--- src/rtl/sprite_pkg.sv ---
// Shared sprite types, colour constants and blitter FSM states.
package sprite_pkg;
    localparam int NOBRICK = 0;
    localparam int RED     = 1;
    localparam int BROWN   = 2;
    localparam int SRED    = 3;
    localparam int SBROWN  = 4;

    localparam logic [23:0] SPR_KEY_COLOUR   = 24'hFF00FF;
    localparam logic [23:0] SPR_ERASE_COLOUR = 24'hFFFFFF;

    typedef enum logic [1:0] {IDLE, FETCH, DRAIN, DONE} state_t;
endpackage

--- src/rtl/pixel_fifo.sv ---
// Show-ahead FIFO: the head word sits on pop_dat whenever not empty.
// Latency: a word pushed in cycle n is visible in cycle n+1.
// Backpressure: no full flag; the producer keeps occupancy within DEPTH using count.
module pixel_fifo #(
    parameter int DEPTH = 3,
    parameter int WIDTH = 8,
    localparam int CNT_W = $clog2(DEPTH + 1),
    localparam int PTR_W = (DEPTH > 1) ? $clog2(DEPTH) : 1
) (
    input  logic             clk,
    input  logic             resetn,
    input  logic             push,
    input  logic [WIDTH-1:0] push_dat,
    input  logic             pop,
    output logic [WIDTH-1:0] pop_dat,
    output logic             empty,
    output logic [CNT_W-1:0] count
);
    logic [WIDTH-1:0] mem [DEPTH];
    logic [PTR_W-1:0] wr_ptr;
    logic [PTR_W-1:0] rd_ptr;
    logic             do_push;
    logic             do_pop;

    function automatic logic [PTR_W-1:0] next_ptr(input logic [PTR_W-1:0] p);
        return (p == PTR_W'(DEPTH - 1)) ? '0 : p + 1'b1;
    endfunction

    assign empty   = (count == '0);
    assign do_pop  = pop && !empty;
    assign do_push = push && (count != CNT_W'(DEPTH));
    assign pop_dat = mem[rd_ptr];

    // Storage is cleared too, so the data outputs read zero straight out of reset.
    always_ff @(posedge clk or negedge resetn) begin
        if (!resetn) begin
            wr_ptr <= '0;
            rd_ptr <= '0;
            count  <= '0;
            for (int i = 0; i < DEPTH; i++) mem[i] <= '0;
        end else begin
            if (do_push) begin
                mem[wr_ptr] <= push_dat;
                wr_ptr      <= next_ptr(wr_ptr);
            end
            if (do_pop) rd_ptr <= next_ptr(rd_ptr);
            count <= count + CNT_W'(do_push) - CNT_W'(do_pop);
        end
    end
endmodule

--- src/rtl/sprite_blitter.sv ---
// Streams an SPR_W x SPR_H sprite from an external ROM to the pixel port, with key skipping and clipping.
// Latency: address issued in cycle n -> pixel on pix_* in cycle n+ROM_LAT+1; first address the cycle after start.
// Backpressure: fetches are credit-limited against the output FIFO, so pix_ready stalls never drop pixels.
module sprite_blitter
    import sprite_pkg::*;
#(
    parameter int SPR_W    = 12,
    parameter int SPR_H    = 6,
    parameter int N_TYPES  = 5,
    parameter int COORD_W  = 8,
    parameter int COLOUR_W = 24,
    parameter int SCREEN_W = 160,
    parameter int SCREEN_H = 120,
    parameter int ROM_LAT  = 1,
    parameter logic [COLOUR_W-1:0] KEY_COLOUR   = COLOUR_W'(SPR_KEY_COLOUR),
    parameter logic [COLOUR_W-1:0] ERASE_COLOUR = COLOUR_W'(SPR_ERASE_COLOUR),
    localparam int SEL_W  = (N_TYPES > 1) ? $clog2(N_TYPES) : 1,
    localparam int ADDR_W = (SPR_W * SPR_H > 1) ? $clog2(SPR_W * SPR_H) : 1
) (
    input  logic                clk,
    input  logic                resetn,
    input  logic                start,
    input  logic [SEL_W-1:0]    sel,
    input  logic [COORD_W-1:0]  x,
    input  logic [COORD_W-1:0]  y,
    output logic                busy,
    output logic                done,
    output logic [SEL_W-1:0]    rom_sel,
    output logic [ADDR_W-1:0]   rom_addr,
    input  logic [COLOUR_W-1:0] rom_data,
    output logic                pix_valid,
    input  logic                pix_ready,
    output logic [COORD_W-1:0]  pix_x,
    output logic [COORD_W-1:0]  pix_y,
    output logic [COLOUR_W-1:0] pix_colour
);
    localparam int COL_W = (SPR_W > 1) ? $clog2(SPR_W) : 1;
    localparam int ROW_W = (SPR_H > 1) ? $clog2(SPR_H) : 1;
    localparam int DEPTH = ROM_LAT + 2;
    localparam int CNT_W = $clog2(DEPTH + 1);
    localparam int SW    = COORD_W + 1;
    localparam int PW    = 2 * COORD_W + COLOUR_W;

    state_t               state;
    logic [COORD_W-1:0]   x_q;
    logic [COORD_W-1:0]   y_q;
    logic [COL_W-1:0]     col;
    logic [ROW_W-1:0]     row;
    logic                 fetch_vld;
    logic [ROM_LAT-1:0]   pipe_vld;
    logic [COL_W-1:0]     pipe_col [ROM_LAT];
    logic [ROW_W-1:0]     pipe_row [ROM_LAT];

    int                   in_pipe;
    logic                 pop;
    logic                 can_issue;
    logic                 last_addr;
    logic                 drained;
    logic                 keyed;
    logic [SW-1:0]        scr_x;
    logic [SW-1:0]        scr_y;
    logic [COLOUR_W-1:0]  colour;
    logic                 push;
    logic [PW-1:0]        push_dat;
    logic [PW-1:0]        fifo_q;
    logic                 fifo_empty;
    logic [CNT_W-1:0]     fifo_cnt;

    always_comb begin
        in_pipe = 0;
        for (int i = 0; i < ROM_LAT; i++) in_pipe += int'(pipe_vld[i]);
        pop = pix_valid && pix_ready;
        // A new fetch must still fit in the FIFO once everything in flight has landed.
        can_issue = (int'(fetch_vld) + in_pipe + int'(fifo_cnt) - int'(pop) + 1) <= DEPTH;
        last_addr = (col == COL_W'(SPR_W - 1)) && (row == ROW_W'(SPR_H - 1));
        drained   = (in_pipe == 0) && ((int'(fifo_cnt) - int'(pop)) == 0);
        scr_x     = SW'(x_q) + SW'(pipe_col[ROM_LAT-1]);
        scr_y     = SW'(y_q) + SW'(pipe_row[ROM_LAT-1]);
        keyed     = (rom_sel != SEL_W'(NOBRICK)) && (rom_data == KEY_COLOUR);
        colour    = (rom_sel == SEL_W'(NOBRICK)) ? ERASE_COLOUR : rom_data;
        push      = pipe_vld[ROM_LAT-1] && !keyed &&
                    (scr_x < SW'(SCREEN_W)) && (scr_y < SW'(SCREEN_H));
        push_dat  = {scr_x[COORD_W-1:0], scr_y[COORD_W-1:0], colour};
    end

    always_ff @(posedge clk or negedge resetn) begin
        if (!resetn) begin
            state     <= IDLE;
            busy      <= 1'b0;
            done      <= 1'b0;
            rom_sel   <= '0;
            rom_addr  <= '0;
            x_q       <= '0;
            y_q       <= '0;
            col       <= '0;
            row       <= '0;
            fetch_vld <= 1'b0;
        end else begin
            case (state)
                IDLE: begin
                    done <= 1'b0;
                    if (start) begin
                        state     <= FETCH;
                        busy      <= 1'b1;
                        rom_sel   <= sel;
                        x_q       <= x;
                        y_q       <= y;
                        col       <= '0;
                        row       <= '0;
                        rom_addr  <= '0;
                        fetch_vld <= 1'b1;
                    end
                end
                FETCH: begin
                    // fetch_vld marks rom_addr as issued this cycle; otherwise it is pending a credit.
                    if (fetch_vld && last_addr) begin
                        fetch_vld <= 1'b0;
                        state     <= DRAIN;
                    end else begin
                        if (fetch_vld) begin
                            rom_addr <= rom_addr + 1'b1;
                            if (col == COL_W'(SPR_W - 1)) begin
                                col <= '0;
                                row <= row + 1'b1;
                            end else begin
                                col <= col + 1'b1;
                            end
                        end
                        fetch_vld <= can_issue;
                    end
                end
                DRAIN: begin
                    if (drained) begin
                        state <= DONE;
                        busy  <= 1'b0;
                        done  <= 1'b1;
                    end
                end
                DONE: begin
                    done  <= 1'b0;
                    state <= IDLE;
                end
                default: state <= IDLE;
            endcase
        end
    end

    // Coordinate tags ride alongside the ROM read so they line up with rom_data.
    always_ff @(posedge clk or negedge resetn) begin
        if (!resetn) begin
            pipe_vld <= '0;
            for (int i = 0; i < ROM_LAT; i++) begin
                pipe_col[i] <= '0;
                pipe_row[i] <= '0;
            end
        end else begin
            for (int i = ROM_LAT - 1; i > 0; i--) begin
                pipe_vld[i] <= pipe_vld[i-1];
                pipe_col[i] <= pipe_col[i-1];
                pipe_row[i] <= pipe_row[i-1];
            end
            pipe_vld[0] <= fetch_vld;
            pipe_col[0] <= col;
            pipe_row[0] <= row;
        end
    end

    pixel_fifo #(.DEPTH(DEPTH), .WIDTH(PW)) u_fifo (
        .clk      (clk),
        .resetn   (resetn),
        .push     (push),
        .push_dat (push_dat),
        .pop      (pop),
        .pop_dat  (fifo_q),
        .empty    (fifo_empty),
        .count    (fifo_cnt)
    );

    assign pix_valid = !fifo_empty;
    assign {pix_x, pix_y, pix_colour} = fifo_q;
endmodule
--- config.mk ---
export PLATFORM = sky130hd
export DESIGN_NAME = sprite_blitter
export DESIGN_NICKNAME = d
export VERILOG_FILES = /design/src/rtl/sprite_pkg.sv /design/src/rtl/pixel_fifo.sv /design/src/rtl/sprite_blitter.sv
export SDC_FILE = /design/constraint.sdc
export NUM_CORES = 1
export LEC_CHECK = 0
export ABC_AREA = 1
export CAP_MARGIN = 10
export CORE_MARGIN = 8
export CORE_UTILIZATION = 28
export CTS_BUF_LIST = sky130_fd_sc_hd__clkbuf_4 sky130_fd_sc_hd__clkbuf_8
export DETAILED_ROUTE_END_ITERATION = 6
export PLACE_DENSITY = 0.57
export REMOVE_ABC_BUFFERS = 1
export SLEW_MARGIN = 20
export SYNTH_ARGS = -nofsm -noshare
export SYNTH_HDL_FRONTEND = slang
export SYNTH_HIERARCHICAL = 1
export SYNTH_SLANG_ARGS = --single-unit
--- constraint.sdc ---
create_clock -name clk -period 4.9 [get_ports clk]
set_input_delay 0.98 -clock clk [delete_from_list [all_inputs] [get_ports clk]]
set_output_delay 0.98 -clock clk [all_outputs]
set_load 0.03 [all_outputs]
==> flow_summary.ini <==
[die]
start_util_pct = 28.2
io_pins = 100
design.die.area_sq_mm = 0.0406
die_width_microns = 202
coreArea_sq_mm = 0.0342
die_y_microns = 202
rows = 68

[global_route]
gr-usage-all-layers_pct = 13.9
grt_pass1_wl_mm = 45.9
grt_pass1_vias = 8313
globalRouteOverflowTotal = 0
grt_start_max_net_pins = 93
antenna_found_initial = 0

[synth]
yosys_warnings = 6
synth_edf_count = 0
async_flop_share_pct = 100
yosysUniqueCellTypes = 37
syn-cell-area_sq_mm = 0.00964
netlist_instances = 1248
yosys-top-cells-area = dfrtp_1 45%, nand2_1 17%, nand4_1 8.4%
synth_top_cell_by_area = dfrtp_1
yosysSeqAreaShare_pct = 44.7
yosys-top-cells-count = 428 x nand2_1, 172 x dfrtp_1, 162 x inv_1
ys_seq_elements = 172
ys.flop_type = dfrtp_1
synth.avg_cell_area_sq_um = 7.72
synth.most_common_cell = nand2_1
yosys.area.top_type_share_pct = 44.7

[worst_setup_path]
path_cells = inv_2 > nor2_4 > buf_4 > nand2_1 > nand3_1 > clkdlybuf4s50_1
crit_family = buffers and inverters
r2r_start = y_q[0]
crit_slowest_cell = clkdlybuf4s50_1
path_class = reg2out
crit_buf_inv = 3
r2r_cells = 16
worstPathRequired_ns = 3.92
critPathArrivalTime_ns = 2.91
slowest_delay_ns = 0.72
reg2reg_slack_ns = 1.48
end_kind = output pin
crit_path_start_kind = flip-flop
path_max_fanout = 25
reg2reg_to = u_fifo/mem[114]

[finish]
num-nets-final = 1375
fin_area_sq_mm = 0.0114
syn2layout_area_growth_pct = 18.3
diodes = 0
drive_gt1_share_pct = 6.46
fillers = 3619

[timing]
rsz0062_at_grt = no
final.setup.worst_slack_ns = 1.01
tightest_slew_ns = 0.899
max_freq_mhz = 257
slew_viol_final = 0
fin_worst_skew_ns = 0.0204
hold_viol = 0
post-route-period-util_pct = 79.4
period_needed_ns = 3.89
whs_ns = 0.417
finalSetupViolations = 0
maxSlewHeadroom_pct = 40.1

[route]
drcViolationCount = 0
first_pass_iters = 5
viasPerCell = 4.73
num_vias = 8380
wl_per_cell_microns = 15.9
drt-total-wl_mm = 28.2
drtAntennaViolNets = 0
drtIter0Drc = 534

[clock_tree]
root_buffer = clkbuf_8
cts-resized-gates = 0
cts_max_path_buffers = 2
clk_latency_ns = 0.47
h-tree-depth = 4
cts_tree = built
path_clk_slew_ns = 0.10
cts_num_sinks = 172
post_cts_buffers = 0
cts_buffers = 17
postCtsHoldBufs = 0

[outcome]
status = complete, no violations

[min_path]
hp-class = reg2reg
whs_path_depth = 0
hold_path_end = pipe_row[1]
min_from = row[1]

[place]
place_congestion = 0.770
post-place-ws_ns = 1.06
dp_hpwl_mm = 17.7
numPortBuffers = 99
dpl_cell_area_sq_mm = 0.0110

[pwr]
p_leak_nw = 5.62
power_density_mw_per_mm2 = 760
ir_drop_mv = 0.320

[run]
drv_cap = 0
==> through the flow <==
step / utilization, % / std cells / total power, W / TNS (ns)
after floorplan: - / 1168 / 0.00567 / -409.78
after global placement: 32.2 / 1739 / 0.00759 / 0
after detailed placement: 32.2 / 1739 / 0.00766 / 0
after CTS: 33.3 / 1771 / 0.00876 / 0
after global routing: 33.3 / 1771 / 0.00940 / 0
final: 33.3 / 1771 / 0.00866 / 0
==> cells by family (layout without fill, tap and decap cells) <==
logic type                 Yosys count  count (layout)  share of synthesized area, %
xor gates and xnor gates             9               9                         0.818
DFF                                172             172                          44.7
and+or+nand+nor                    671             671                          31.2
buffers and inverters              250             318                          10.9
AOI/OAI and AO/OA                  120             120                          8.74
muxes                                1               1                         0.104
adders and majority gates           25              25                          3.56
==> where the power goes <==
part	internal [W]	switching, W	leakage (nW)
Combinational	0.00169	0.00340	3.30
Sequential	0.00209	0.000428	2.12
Clock	0.000477	0.000579	0.205
==> layer usage <==
metal  part of all wire, %  vias up  track usage (%)
met5                     0        -                0
met4                   1.2        0             3.47
met3                   6.1       18             3.49
met2                    45      207             21.3
met1                    47     4027             19.2
li1                      -     4128                -
==> layout make-up <==
type / count / area (sq um) / share of cell area [%]
Multi-Input combinational cell: 826 / 4350 / 38.2
Sequential cell: 172 / 4300 / 37.7
Inverter: 170 / 641 / 5.62
Clock buffer: 18 / 248 / 2.17
Clock inverter: 14 / 156 / 1.37
Timing Repair Buffer: 116 / 1130 / 9.93
Tap cell: 455 / 569 / 4.99
==> state kept, by name, indices dropped and copies added, names as in the netlist, 3 cells and up <==
signal,count
u_fifo/mem,120
rom_addr,7
pipe_row,3
col,4
pipe_col,4
rom_sel,3
row,3
x_q,8
y_q,8
==> how the worst max path moves through the flow <==
stage | start | to | slack (ns) | depth (start not counted)
3_3_place_gp | pix_ready | fetch_vld | 1.10 | 14
3_5_place_dp | pix_ready | fetch_vld | 1.06 | 14
6_report | u_fifo/rd_ptr[1] | pix_y[5] | 1.01 | 6
5_1_grt | u_fifo/rd_ptr[1] | pix_y[5] | 0.84 | 6
4_1_cts | u_fifo/rd_ptr[1] | pix_x[7] | 0.97 | 6
2_1_floorplan | rom_sel[1] | u_fifo/count[1] | -4.06 | 15
==> layout by cell type, fill, tap and decap left out, drive strengths merged, types with 5 or more instances in the layout <==
| master | count |
|---|---|
| o21bai | 80 |
| ha | 21 |
| nand3 | 64 |
| clkbuf | 18 |
| nor2 | 33 |
| clkinv | 5 |
| o21ai | 23 |
| xor2 | 5 |
| nand4 | 130 |
| nand2 | 429 |
| or2 | 6 |
| inv | 176 |
| clkdlybuf4s50 | 98 |
| nor3 | 5 |
| dfrtp | 172 |
| a21oi | 10 |
| buf | 18 |
No activity file was read; power rests on OpenSTA's default activity.
